`config.mk`:
```
export PLATFORM = sky130hd
export DESIGN_NAME = op_sequencer_flat
export DESIGN_NICKNAME = d
export VERILOG_FILES = /design/src/rtl/op_sequencer_pkg.sv /design/src/rtl/op_sequencer_if.sv /design/src/rtl/op_fifo.sv /design/src/rtl/op_sequencer.sv /design/src/flat_wrapper.sv
export SDC_FILE = /design/constraint.sdc
export NUM_CORES = 1
export LEC_CHECK = 0
export ABC_CLOCK_PERIOD_IN_PS = 2870
export CAP_MARGIN = 20
export CELL_PAD_IN_SITES_DETAIL_PLACEMENT = 0
export CELL_PAD_IN_SITES_GLOBAL_PLACEMENT = 1
export CORE_MARGIN = 3
export CORE_UTILIZATION = 45
export DETAILED_ROUTE_END_ITERATION = 8
export GPL_TIMING_DRIVEN = 0
export PLACE_DENSITY_LB_ADDON = 0.1
export SYNTH_ARGS = -nofsm -noshare
export SYNTH_HDL_FRONTEND = slang
export SYNTH_SLANG_ARGS = --single-unit
```
`constraint.sdc`:
```
create_clock -name clk -period 2.87 [get_ports clk]
set_clock_uncertainty 0.05 [all_clocks]
set_input_delay 0.287 -clock clk [delete_from_list [all_inputs] [get_ports clk]]
set_output_delay 0.287 -clock clk [all_outputs]
set_load 0.005 [all_outputs]
```
`src/rtl/op_sequencer_pkg.sv`:
```
// Shared definitions for the op_sequencer slice: operation codes and FSM states.
package op_sequencer_pkg;

    typedef enum logic [1:0] {
        MODO_NOP = 2'b00,
        MODO_ADD = 2'b01,
        MODO_SUB = 2'b10,
        MODO_CLR = 2'b11
    } modo_e;

    typedef enum logic [1:0] {
        ST_IDLE  = 2'b00,
        ST_ISSUE = 2'b01,
        ST_WAIT  = 2'b10,
        ST_HOLD  = 2'b11
    } state_e;

    function automatic logic is_nop(input logic [1:0] m);
        return m == MODO_NOP;
    endfunction

endpackage

```
`src/rtl/op_sequencer_if.sv`:
```
// Command and result valid/ready bus between a producer/consumer and op_sequencer.
interface op_sequencer_if #(
    parameter int unsigned W = 4
);
    logic         cmd_valid;
    logic         cmd_ready;
    logic [1:0]   cmd_modo;
    logic [W-1:0] cmd_a;
    logic [W-1:0] cmd_b;
    logic         res_valid;
    logic         res_ready;
    logic [W-1:0] res_q;
    logic         res_rco;
    logic [1:0]   res_modo;
    logic         busy;

    modport master (
        output cmd_valid, cmd_modo, cmd_a, cmd_b, res_ready,
        input  cmd_ready, res_valid, res_q, res_rco, res_modo, busy
    );

    modport slave (
        input  cmd_valid, cmd_modo, cmd_a, cmd_b, res_ready,
        output cmd_ready, res_valid, res_q, res_rco, res_modo, busy
    );
endinterface

```
`src/rtl/op_fifo.sv`:
```
// Command FIFO: {modo, a, b} entries, registered head, no fall-through.
module op_fifo #(
    parameter int unsigned W     = 4,
    parameter int unsigned DEPTH = 4
) (
    input  logic              clk,
    input  logic              reset,
    input  logic              i_push,
    input  logic [2+2*W-1:0]  i_data,
    input  logic              i_pop,
    output logic [2+2*W-1:0]  o_data,
    output logic              o_full,
    output logic              o_empty
);
    localparam int unsigned DW = 2 + 2 * W;
    localparam int unsigned AW = $clog2(DEPTH);

    logic [DW-1:0] r_mem [DEPTH];
    logic [AW-1:0] r_wr_ptr;
    logic [AW-1:0] r_rd_ptr;
    logic [AW:0]   r_count;
    logic          w_do_push;
    logic          w_do_pop;

    assign o_full    = (r_count == (AW+1)'(DEPTH));
    assign o_empty   = (r_count == '0);
    assign w_do_push = i_push && !o_full;
    assign w_do_pop  = i_pop && !o_empty;
    assign o_data    = r_mem[r_rd_ptr];

    always_ff @(posedge clk) begin
        if (w_do_push) begin
            r_mem[r_wr_ptr] <= i_data;
        end
    end

    always_ff @(posedge clk or posedge reset) begin
        if (reset) begin
            r_wr_ptr <= '0;
            r_rd_ptr <= '0;
            r_count  <= '0;
        end else begin
            if (w_do_push) begin
                r_wr_ptr <= r_wr_ptr + AW'(1);
            end
            if (w_do_pop) begin
                r_rd_ptr <= r_rd_ptr + AW'(1);
            end
            case ({w_do_push, w_do_pop})
                2'b10:   r_count <= r_count + (AW+1)'(1);
                2'b01:   r_count <= r_count - (AW+1)'(1);
                default: r_count <= r_count;
            endcase
        end
    end
endmodule

```
`src/rtl/op_sequencer.sv`:
```
// Streams queued add/sub/clear commands into the registered control unit as
// one-cycle enb pulses and holds each captured Q/RCO until the consumer takes it.
module op_sequencer
    import op_sequencer_pkg::*;
#(
    parameter int unsigned W     = 4,
    parameter int unsigned DEPTH = 4
) (
    input  logic          clk,
    input  logic          reset,
    op_sequencer_if.slave bus,
    output logic          enb,
    output logic [1:0]    modo,
    output logic [W-1:0]  A,
    output logic [W-1:0]  B,
    input  logic [W-1:0]  Q,
    input  logic          RCO
);
    localparam int unsigned DW = 2 + 2 * W;

    state_e       r_state;
    logic         r_enb;
    logic [1:0]   r_modo;
    logic [W-1:0] r_a;
    logic [W-1:0] r_b;
    logic         r_res_valid;
    logic [W-1:0] r_res_q;
    logic         r_res_rco;
    logic [1:0]   r_res_modo;

    logic          w_push;
    logic          w_pop;
    logic          w_full;
    logic          w_empty;
    logic          w_take;
    logic          w_issue;
    logic [DW-1:0] w_push_data;
    logic [DW-1:0] w_head;
    logic [1:0]    w_head_modo;
    logic [W-1:0]  w_head_a;
    logic [W-1:0]  w_head_b;

    assign w_push_data = {bus.cmd_modo, bus.cmd_a, bus.cmd_b};
    assign w_push      = bus.cmd_valid && !w_full;
    assign {w_head_modo, w_head_a, w_head_b} = w_head;

    // IDLE, or HOLD whose result is being taken this edge, may consume the head.
    assign w_take  = (r_state == ST_IDLE) || ((r_state == ST_HOLD) && bus.res_ready);
    assign w_pop   = w_take && !w_empty;
    assign w_issue = w_pop && !is_nop(w_head_modo);

    op_fifo #(
        .W     (W),
        .DEPTH (DEPTH)
    ) u_fifo (
        .clk     (clk),
        .reset   (reset),
        .i_push  (w_push),
        .i_data  (w_push_data),
        .i_pop   (w_pop),
        .o_data  (w_head),
        .o_full  (w_full),
        .o_empty (w_empty)
    );

    always_ff @(posedge clk or posedge reset) begin
        if (reset) begin
            r_state     <= ST_IDLE;
            r_enb       <= 1'b0;
            r_modo      <= '0;
            r_a         <= '0;
            r_b         <= '0;
            r_res_valid <= 1'b0;
            r_res_q     <= '0;
            r_res_rco   <= 1'b0;
            r_res_modo  <= '0;
        end else begin
            case (r_state)
                ST_IDLE, ST_HOLD: begin
                    if (w_take) begin
                        r_res_valid <= 1'b0;
                        if (w_issue) begin
                            r_enb   <= 1'b1;
                            r_modo  <= w_head_modo;
                            r_a     <= w_head_a;
                            r_b     <= w_head_b;
                            r_state <= ST_ISSUE;
                        end else begin
                            r_state <= ST_IDLE;
                        end
                    end
                end
                ST_ISSUE: begin
                    r_enb   <= 1'b0;
                    r_state <= ST_WAIT;
                end
                ST_WAIT: begin
                    r_res_q     <= Q;
                    r_res_rco   <= RCO;
                    r_res_modo  <= r_modo;
                    r_res_valid <= 1'b1;
                    r_state     <= ST_HOLD;
                end
                default: r_state <= ST_IDLE;
            endcase
        end
    end

    assign enb  = r_enb;
    assign modo = r_modo;
    assign A    = r_a;
    assign B    = r_b;

    assign bus.cmd_ready = !w_full;
    assign bus.res_valid = r_res_valid;
    assign bus.res_q     = r_res_q;
    assign bus.res_rco   = r_res_rco;
    assign bus.res_modo  = r_res_modo;
    assign bus.busy      = (r_state != ST_IDLE) || !w_empty;
endmodule

```
`src/flat_wrapper.sv`:
```
// flat-port wrapper written by rule: the top's interface ports become plain ports
module op_sequencer_flat import op_sequencer_pkg::*;
#(
    parameter int unsigned W     = 4,
    parameter int unsigned DEPTH = 4
)
  (clk, reset, enb, modo, A, B, Q, RCO, bus_cmd_valid, bus_cmd_modo, bus_cmd_a, bus_cmd_b, bus_res_ready, bus_cmd_ready, bus_res_valid, bus_res_q, bus_res_rco, bus_res_modo, bus_busy);
  op_sequencer_if #(.W(W)) bus_i ();
  input  logic clk;
  input  logic reset;
  output logic enb;
  output logic [1:0] modo;
  output logic [W-1:0] A;
  output logic [W-1:0] B;
  input  logic [W-1:0] Q;
  input  logic RCO;
  input wire logic [$bits(bus_i.cmd_valid)-1:0] bus_cmd_valid;
  input wire logic [$bits(bus_i.cmd_modo)-1:0] bus_cmd_modo;
  input wire logic [$bits(bus_i.cmd_a)-1:0] bus_cmd_a;
  input wire logic [$bits(bus_i.cmd_b)-1:0] bus_cmd_b;
  input wire logic [$bits(bus_i.res_ready)-1:0] bus_res_ready;
  output wire logic [$bits(bus_i.cmd_ready)-1:0] bus_cmd_ready;
  output wire logic [$bits(bus_i.res_valid)-1:0] bus_res_valid;
  output wire logic [$bits(bus_i.res_q)-1:0] bus_res_q;
  output wire logic [$bits(bus_i.res_rco)-1:0] bus_res_rco;
  output wire logic [$bits(bus_i.res_modo)-1:0] bus_res_modo;
  output wire logic [$bits(bus_i.busy)-1:0] bus_busy;
  assign bus_i.cmd_valid = bus_cmd_valid;
  assign bus_i.cmd_modo = bus_cmd_modo;
  assign bus_i.cmd_a = bus_cmd_a;
  assign bus_i.cmd_b = bus_cmd_b;
  assign bus_i.res_ready = bus_res_ready;
  assign bus_cmd_ready = bus_i.cmd_ready;
  assign bus_res_valid = bus_i.res_valid;
  assign bus_res_q = bus_i.res_q;
  assign bus_res_rco = bus_i.res_rco;
  assign bus_res_modo = bus_i.res_modo;
  assign bus_busy = bus_i.busy;
  op_sequencer #(.W(W), .DEPTH(DEPTH)) u_core (.clk(clk), .reset(reset), .bus(bus_i), .enb(enb), .modo(modo), .A(A), .B(B), .Q(Q), .RCO(RCO));
endmodule
```
==> flow_summary.toml, run 1 <==
[grt]
met1_usage_pct = 18.90
top_usage_layer = "met2"
met3_usage_pct = 3.827
grt_max_degree = 18
grtUsageMet2_pct = 25.04
grt_overflow = 0
antenna_found_initial = 0
grt_pass1_vias = 1682
gr-usage-all-layers_pct = 15.35
grt_first_pass_wirelength_mm = 8.259

[setup_path]
worstPathArrival_ps = 2450
critPathMaxFanout = 6
path_cells = "or3b_1 > and2_1 > inv_1 > ha_1 > fa_1 > mux2_2"
critPathKind = "flip-flop to flip-flop"
critPathTopFamily = "simple AND/OR/NAND/NOR gates"
crit_path_max_incr_delay_ps = 490
endpoint_kind = "flip-flop"
startpoint_type = "flip-flop"
reg2reg_depth = 6
cp_num_buf_inv = 1
r2r_end = "u_core.u_fifo.r_count[1]"
crit_required_ps = 3030
reg2reg_setup_slack_ps = 590
worstReg2RegStart = "u_core.u_fifo.r_count[0]"
cp_slowest_cell = "or3b_1"

[die]
die_w_um = 84.43
die_area_sq_um = 7128
start_util_pct = 48.19
rows = 27
core_sq_um = 5743
dieHeight_um = 84.43
ioPinCount = 40

[yosys]
yosysTopAreaCell = "edfxtp_1"
ys_warn_count = 0
synth_area_leaders = "edfxtp_1 (43%), dfrtp_1 (25%), mux4_2 (8.1%)"
synth_edf_count = 40
synth_cell_types = 30
syn-cell-area_sq_um = 2768
synth_fp_nets = 184
synth_seq_cells = 68
synth_cells = 155
yosysSeqAreaShare_pct = 68.72
synth_top_area_share_pct = 43.40
synthArstFlopShare_pct = 41.18
postSynthAreaPerCell_sq_um = 17.86
synthFlopType = "edfxtp_1"

[layout]
layout-area-overhead-vs-synth_pct = 24.14
fin_area_sq_um = 3436
drive_above_1_share_pct = 20.85
post-route-util_pct = 59.83
final_cell_mix = "edfxtp_1 (40), clkdlybuf4s50_1 (39), dfrtp_1 (28), mux2_2 (17), mux4_2 (10)"
regArea_sq_um = 1902
multi_input_area_sq_um = 814.5
mostFrequentLayoutCell = "edfxtp_1"
antenna_cells = 0
fin_nets = 235
fin_cells = 283
fillers = 455

[sta]
fin_ws_ps = 586.9
fmax_mhz = 438.0
tightestPinTransition_ps = 592.0
fin_crit_ps = 2283
whs_ps = 276.1
finalSetupTns_ps = 0
min_period_over_period_pct = 79.55
slew_headroom_pct = 60.49
rsz0062_at_grt = "no"
finalSetupViolCount = 0
drv_slew = 0
hold_viol = 0

[clocking]
numCtsBuffers = 9
ctsResizeCount = 0
holdBufCountCts = 0
clock_path_buffers = 2
worstSkewPairLatency_ps = 330
htree_levels = 3
clock-root-buffer = "clkbuf_8"
clkTransAtPathRegs_ps = 60
cts_tree = "done"
postCtsSetupBuffers = 0
cts_sinks = 68

[place]
place_ws_ps = 557.6
place_area_sq_um = 3276
dp_cells = 267
portBuffers = 39
dp_hpwl_mm = 3.488
place.gp.congestion = 0.7579

[routing]
viasPerCell = 5.346
drt_wl_total_mm = 4.882
first_pass_iters = 4
routed-via-count = 1513
drt_iter0_markers = 72
wl_per_cell_um = 17.25
drcViolationCount = 0
ant_nets = 0

[hold_path]
hp-class = "primary input to async pin"

[power_and_ir_drop]
power_leakage_nw = 1.296
p_total_mw = 3.589
irDropWorstVdd_mv = 0.4535
powerDensity_nw_per_um2 = 1045

[outcome]
outcome = "complete, no violations"

[job]
max-cap-violations = 0
==> metal layers <==
metal  vias up  routed length (um)
met4         0                 122
met3        13                 175
met1       775                2048
met2        34                2536
met5         -                   0
li1        691                   -
==> cell type report <==
cell class,instances,area share [%]
sequential,68,55.35
multi-input combinational,74,23.71
timing repair buffer,40,12.16
clock buffer,11,3.824
tap,72,2.622
inverter,8,0.8740
clock inverter,5,0.8376
buffer,5,0.6191
==> worst register-to-register path, delay by kind of cell, from the launching register on <==
kind          cells  cell delay (ps)
buf+inv           1               70
mux               1              260
flops             1              440
fa+ha+maj         2              610
simple gates      2              730
==> cell usage after synthesis (all sizes together) (2+ instances only) <==
| cell type | instances |
|---|---|
| edfxtp | 40 |
| dfrtp | 28 |
| mux2 | 17 |
| mux4 | 10 |
| ha | 9 |
| inv | 8 |
| and3 | 4 |
| xnor2 | 4 |
| a21oi | 3 |
| clkbuf | 3 |
| nor2 | 3 |
| nor3 | 3 |
| a22o | 2 |
| buf | 2 |
| nand4 | 2 |
| o21ai | 2 |
| xor2 | 2 |
==> power breakdown <==
group / internal, mW / total [mW] / switching (mW)
Clock: 0.307 / 0.634 / 0.327
Sequential: 1.38 / 1.54 / 0.167
Combinational: 0.787 / 1.41 / 0.625
==> state kept, by name, summed over array words and instances, names as in the netlist, 2 cells and up <==
register                flops
u_core.u_fifo.r_rd_ptr      2
u_core.bus.res_modo         2
u_core.u_fifo.r_wr_ptr      2
u_core.r_state              2
u_core.u_fifo.r_count       3
u_core.B                    4
u_core.bus.res_q            4
u_core.u_fifo.r_mem        40
u_core.A                    4
u_core.modo                 2
==> worst max path at each step <==
stage                                   startpoint                  endpoint  slack (ps)  depth (start not counted)
after floorplan           u_core.u_fifo.r_count[0]  u_core.u_fifo.r_count[1]         730                          6
after global placement               bus_res_ready  u_core.u_fifo.r_count[2]         590                          8
after detailed placement             bus_res_ready  u_core.u_fifo.r_count[2]         560                          8
after CTS                        u_core.r_state[0]  u_core.u_fifo.r_count[2]         580                          9
after global routing             u_core.r_state[0]  u_core.u_fifo.r_count[2]         450                          9
final                     u_core.u_fifo.r_count[0]  u_core.u_fifo.r_count[1]         590                          6
==> cells by family after synthesis <==
family / Yosys count / share of synthesized area [%]
buf+inv: 13 / 1.854
fa+ha+maj: 10 / 4.792
xor+xnor: 6 / 1.899
flops: 68 / 68.72
mux: 27 / 15.05
simple gates: 18 / 3.616
compound gates: 13 / 4.069
(Power assumes the default switching activity.)
==> run 2, diff against run 1 <==
- ABC_CLOCK_PERIOD_IN_PS: 2870 -> 1850
- CORE_UTILIZATION: 45 -> 41
- clock period: 2.87 -> 1.85 ns (I/O delays scaled with it)
==> run 2 against run 1 <==
Against the previous run:
- clock power up 86%
- final area up 7.6%
- largest cell class unchanged
- the flow now finishes with violations (negative setup slack)
- count of clock-buffer cells in the layout down 1
- die area up 9.0%
- largest power group is now combinational logic
- highest routed layer unchanged
==> flow_summary.toml, run 2 (synthesized netlist as in run 1, its figures left out) <==
[routing]
wl_per_cell_um = 17.75
drt_wl_total_mm = 5.306
routed-via-count = 1537
viasPerCell = 5.140
drt_iter0_markers = 142
first_pass_iters = 4
drcViolationCount = 0
ant_nets = 0

[setup_path]
endpoint_kind = "flip-flop"
startpoint_type = "flip-flop"
critPathKind = "flip-flop to flip-flop"
critPathTopFamily = "adder cells"
crit_path_max_incr_delay_ps = 430
critPathMaxFanout = 3
cp_slowest_cell = "dfrtp_2"
cp_num_buf_inv = 1
crit_required_ps = 2020
worstPathArrival_ps = 2200
path_cells = "or3b_4 > and2_4 > inv_2 > ha_4 > fa_2 > mux2_4"
crit_start = "u_core.u_fifo.r_count[0]"
worstReg2RegStart = "u_core.u_fifo.r_count[0]"

[die]
dieHeight_um = 88.16
rows = 29
die_w_um = 88.16
start_util_pct = 42.85
ioPinCount = 40
die_area_sq_um = 7772
core_sq_um = 6459

[layout]
layout-area-overhead-vs-synth_pct = 33.59
largest_register = "u_core.u_fifo.r_mem"
antenna_cells = 0
final_cell_mix = "edfxtp_1 (40), clkdlybuf4s50_1 (38), dfrtp_1 (25), buf_4 (11), mux4_2 (10)"
largest_reg_flops = 40
fin_cells = 299
mostFrequentLayoutCell = "edfxtp_1"
fin_nets = 246
drive_above_1_share_pct = 34.23
fillers = 519
multi_input_area_sq_um = 922.1
regArea_sq_um = 1906
post-route-util_pct = 57.25

[grt]
grt_pass1_vias = 1707
antenna_found_initial = 0
gr-usage-all-layers_pct = 15.52
grtUsageMet2_pct = 26.24
top_usage_layer = "met2"
grt_first_pass_wirelength_mm = 8.756
grt_overflow = 0
grt_max_degree = 21
met1_usage_pct = 19.20
met3_usage_pct = 4.327

[sta]
fmax_mhz = 493.0
tightestPinTransition_ps = 597.7
fin_crit_ps = 2028
fin_ws_ps = -178.4
drv_slew = 0
hold_viol = 0
min_period_over_period_pct = 109.6
slew_headroom_pct = 60.15
finalSetupViolCount = 11
rsz0062_at_grt = "yes"

[job]
max-cap-violations = 0

[place]
portBuffers = 39
dp_cells = 272
dp_hpwl_mm = 3.500
place.gp.congestion = 0.6966

[clocking]
clock-root-buffer = "clkbuf_8"
clkTransAtPathRegs_ps = 80
holdBufCountCts = 0
worstSkewPairLatency_ps = 340
numCtsBuffers = 9
clock_path_buffers = 2
cts_tree = "done"
htree_levels = 3
cts_sinks = 68

[power_and_ir_drop]
irDropWorstVdd_mv = 0.7140
powerDensity_nw_per_um2 = 1721
power_leakage_nw = 1.431

[outcome]
outcome = "finished with violations"
violations = "negative setup slack"

[hold_path]
hp-class = "primary input to async pin"
run 2: cell count changes in the layout (fill, tap and decap cells not counted), moves of 3 or more:
| cell | before | now |
|---|---|---|
| mux2_2 | 17 | 8 |
| clkbuf_1 | 5 | 2 |
| ha_1 | 9 | 6 |
| dfrtp_1 | 28 | 25 |
| dfrtp_2 | 0 | 3 |
| mux2_4 | 0 | 9 |
| buf_4 | 0 | 11 |
run 2: worst paths after layout:
check                                      endpoint  slack (ps)  cells past startpoint
min in group clk                u_core.bus.res_q[0]         420                      2
max reg2reg                u_core.u_fifo.r_count[1]        -180                      6
min                                     u_core.A[2]         140                      2
max                        u_core.u_fifo.r_count[1]        -180                      6
min reg2reg                     u_core.bus.res_q[0]         460                      1
max in group asynchronous  u_core.u_fifo.r_count[0]        1110                      3
run 2: cell type report:
type                       instances  area share, %
buffer                             3         0.5415
clock buffer                      10          3.452
clock inverter                     6          1.760
inverter                           8         0.8122
multi-input combinational         74          24.94
sequential                        68          51.54
tap                               77          2.606
timing repair buffer              53          14.35
run 2: per-stage QoR:
step	hold slack (ps)	power, mW	instance area (sq um)	TNS, ps	setup slack [ps]
2_1_floorplan	200.4	3.875	2800	-268.6	-168.4
3_5_place_dp	443.9	4.799	3314	-2343	-283.3
4_1_cts	133.0	6.287	3625	-939.8	-199.5
3_3_place_gp	438.7	4.651	3287	-1998	-219.0
5_1_grt	151.8	6.819	3697	-1069	-257.3
6_report	138.3	6.362	3697	-480.5	-178.4
run 2: power by group:
group	switching, mW	internal, mW	leakage (nW)
clock	0.559	0.622	0.0962
combinational	1.16	1.64	0.647
sequential	0.246	2.14	0.689
total	1.96	4.40	1.43
run 2: timing repair:
item	in CTS	in global routing
setup buffers	9	4
pin swaps	3	6
endpoints found under the setup margin	13	13
resized for setup	14	10
run 2: per-layer routing:
layer  wire, um  vias up
met4         68        0
met3        243        6
met1       2242      779
li1           -      712
met2       2752       40
met5          0        -
==> run 3, diff against run 2 <==
- REMOVE_ABC_BUFFERS: unset -> 1
==> run 3 against run 2 <==
Against the previous run:
- the flow still finishes with violations (negative setup slack)
- total power is 1.2% higher
- worst hold slack got worse by 58 ps
- critical path depth stayed put
- via count grew 2.7%
- sequential share of layout area down 0.59 points
- sequential cell count is the same
- routed wire length increased by 1.5%
- cell count is 2.3% higher
- first-iteration DRC count shrank 25%
- critical path type unchanged
==> flow_summary.toml, run 3 (synthesized netlist as in run 1, its figures left out) <==
[layout]
largest_reg_flops = 40
largest_register = "u_core.u_fifo.r_mem"
layout-area-overhead-vs-synth_pct = 35.31
fin_nets = 253
antenna_cells = 0
drive_above_1_share_pct = 36.24
mostFrequentLayoutCell = "edfxtp_1"
fillers = 511
final_cell_mix = "edfxtp_1 (40), clkdlybuf4s50_1 (37), dfrtp_1 (25), buf_4 (20), mux4_2 (10)"

[die]
die_area_sq_um = 7772
core_sq_um = 6459
ioPinCount = 40
dieHeight_um = 88.16
start_util_pct = 42.85
die_w_um = 88.16
rows = 29

[place]
portBuffers = 39
place.gp.congestion = 0.7792
dp_hpwl_mm = 3.358
place_ws_ps = -720.6

[routing]
wl_per_cell_um = 17.61
drt_iter0_markers = 106
routed-via-count = 1579
drcViolationCount = 0
ant_nets = 0
drt_wl_total_mm = 5.388
viasPerCell = 5.160
first_pass_iters = 4

[sta]
finalSetupViolCount = 10
rsz0062_at_grt = "yes"
fin_ws_ps = -170.8
hold_viol = 0
fmax_mhz = 494.9
finalSetupTns_ps = -432.5
drv_slew = 0
fin_crit_ps = 2021
slew_headroom_pct = 61.65
tightestPinTransition_ps = 575.2
min_period_over_period_pct = 109.2

[power_and_ir_drop]
power_leakage_nw = 1.458
irDropWorstVdd_mv = 0.7118
powerDensity_nw_per_um2 = 1719

[setup_path]
crit_path_max_incr_delay_ps = 430
critPathMaxFanout = 2
worstPathArrival_ps = 2200
critPathKind = "flip-flop to flip-flop"
path_cells = "or3b_4 > and2_4 > inv_2 > ha_4 > fa_2 > mux2_4"
r2r_end = "u_core.u_fifo.r_count[1]"
reg2reg_setup_slack_ps = -170
startpoint_type = "flip-flop"
reg2reg_depth = 6
crit_required_ps = 2030
worstReg2RegStart = "u_core.u_fifo.r_count[0]"
endpoint_kind = "flip-flop"
cp_slowest_cell = "fa_2"

[grt]
grt_first_pass_wirelength_mm = 8.700
antenna_found_initial = 0
grt_overflow = 0
grt_pass1_vias = 1712
grt_max_degree = 23
gr-usage-all-layers_pct = 15.55

[hold_path]
hp-class = "primary input to async pin"

[clocking]
numCtsBuffers = 9
clock_path_buffers = 2
cts_sinks = 68
clock-root-buffer = "clkbuf_8"
worstSkewPairLatency_ps = 340
clkTransAtPathRegs_ps = 70
htree_levels = 3
cts_tree = "done"

[outcome]
violations = "negative setup slack"
outcome = "finished with violations"

[job]
max-cap-violations = 0
-- run 3: worst max path at each step --
| stage | start | endpoint | slack, ps |
|---|---|---|---|
| finish | u_core.u_fifo.r_count[0] | u_core.u_fifo.r_count[1] | -170 |
| global placement | u_core.u_fifo.r_rd_ptr[0] | u_core.A[0] | -680 |
| detailed placement | u_core.u_fifo.r_rd_ptr[0] | u_core.A[1] | -720 |
| floorplan | u_core.u_fifo.r_rd_ptr[0] | u_core.A[0] | -330 |
| CTS | u_core.u_fifo.r_count[1] | u_core.u_fifo.r_count[1] | -150 |
| global route | u_core.u_fifo.r_count[0] | u_core.u_fifo.r_count[1] | -220 |
-- run 3: metrics by stage --
stage	hold WS (ps)	cells	total power [mW]	utilization [%]	instance area [sq um]
detailed placement	441.5	267	4.645	50.48	3261
finish	80.72	306	6.436	57.98	3745
CTS	91.21	302	6.376	57.09	3687
global route	98.38	306	6.879	57.98	3745
floorplan	200.4	150	3.757	-	2746
global placement	437.5	266	4.514	50.06	3233
-- run 3: area by class of cell --
class | count | area, sq um | share of cell area, %
sequential | 68 | 1908 | 50.95
tap | 77 | 96.34 | 2.573
clock buffer | 9 | 123.9 | 3.308
timing repair buffer | 63 | 599.3 | 16.00
inverter | 8 | 30.03 | 0.8019
clock inverter | 7 | 67.56 | 1.804
multi-input combinational | 74 | 919.6 | 24.56
-- run 3: what timing repair did --
item | in CTS | in global routing
resized for setup | 32 | 5
buffers inserted | 19 | 4
setup endpoints to repair | 16 | 11
hold buffers | 0 | 0
pin swaps | 11 | 6
-- run 3: worst max-delay path: cells and delay by family (launching register included) --
kind | cells | cell delay (ps)
DFF | 1 | 410
and+or+nand+nor | 2 | 570
buffers and inverters | 1 | 60
muxes | 1 | 270
adders and majority gates | 2 | 560
-- run 3: metal layers --
layer / global-route usage [%] / wire [um] / part of all wire, %
met4: 6.593 / 99 / 1.8
met5: 0 / 0 / 0
met1: 19.35 / 2284 / 42
met3: 5.080 / 278 / 5.2
met2: 25.02 / 2725 / 51
-- run 3: power breakdown --
group | total, mW | leakage [nW] | switching (mW) | internal, mW
sequential | 2.43 | 0.689 | 0.284 | 2.14
combinational | 2.84 | 0.675 | 1.13 | 1.71
clock | 1.16 | 0.0943 | 0.550 | 0.614
total | 6.44 | 1.46 | 1.97 | 4.47
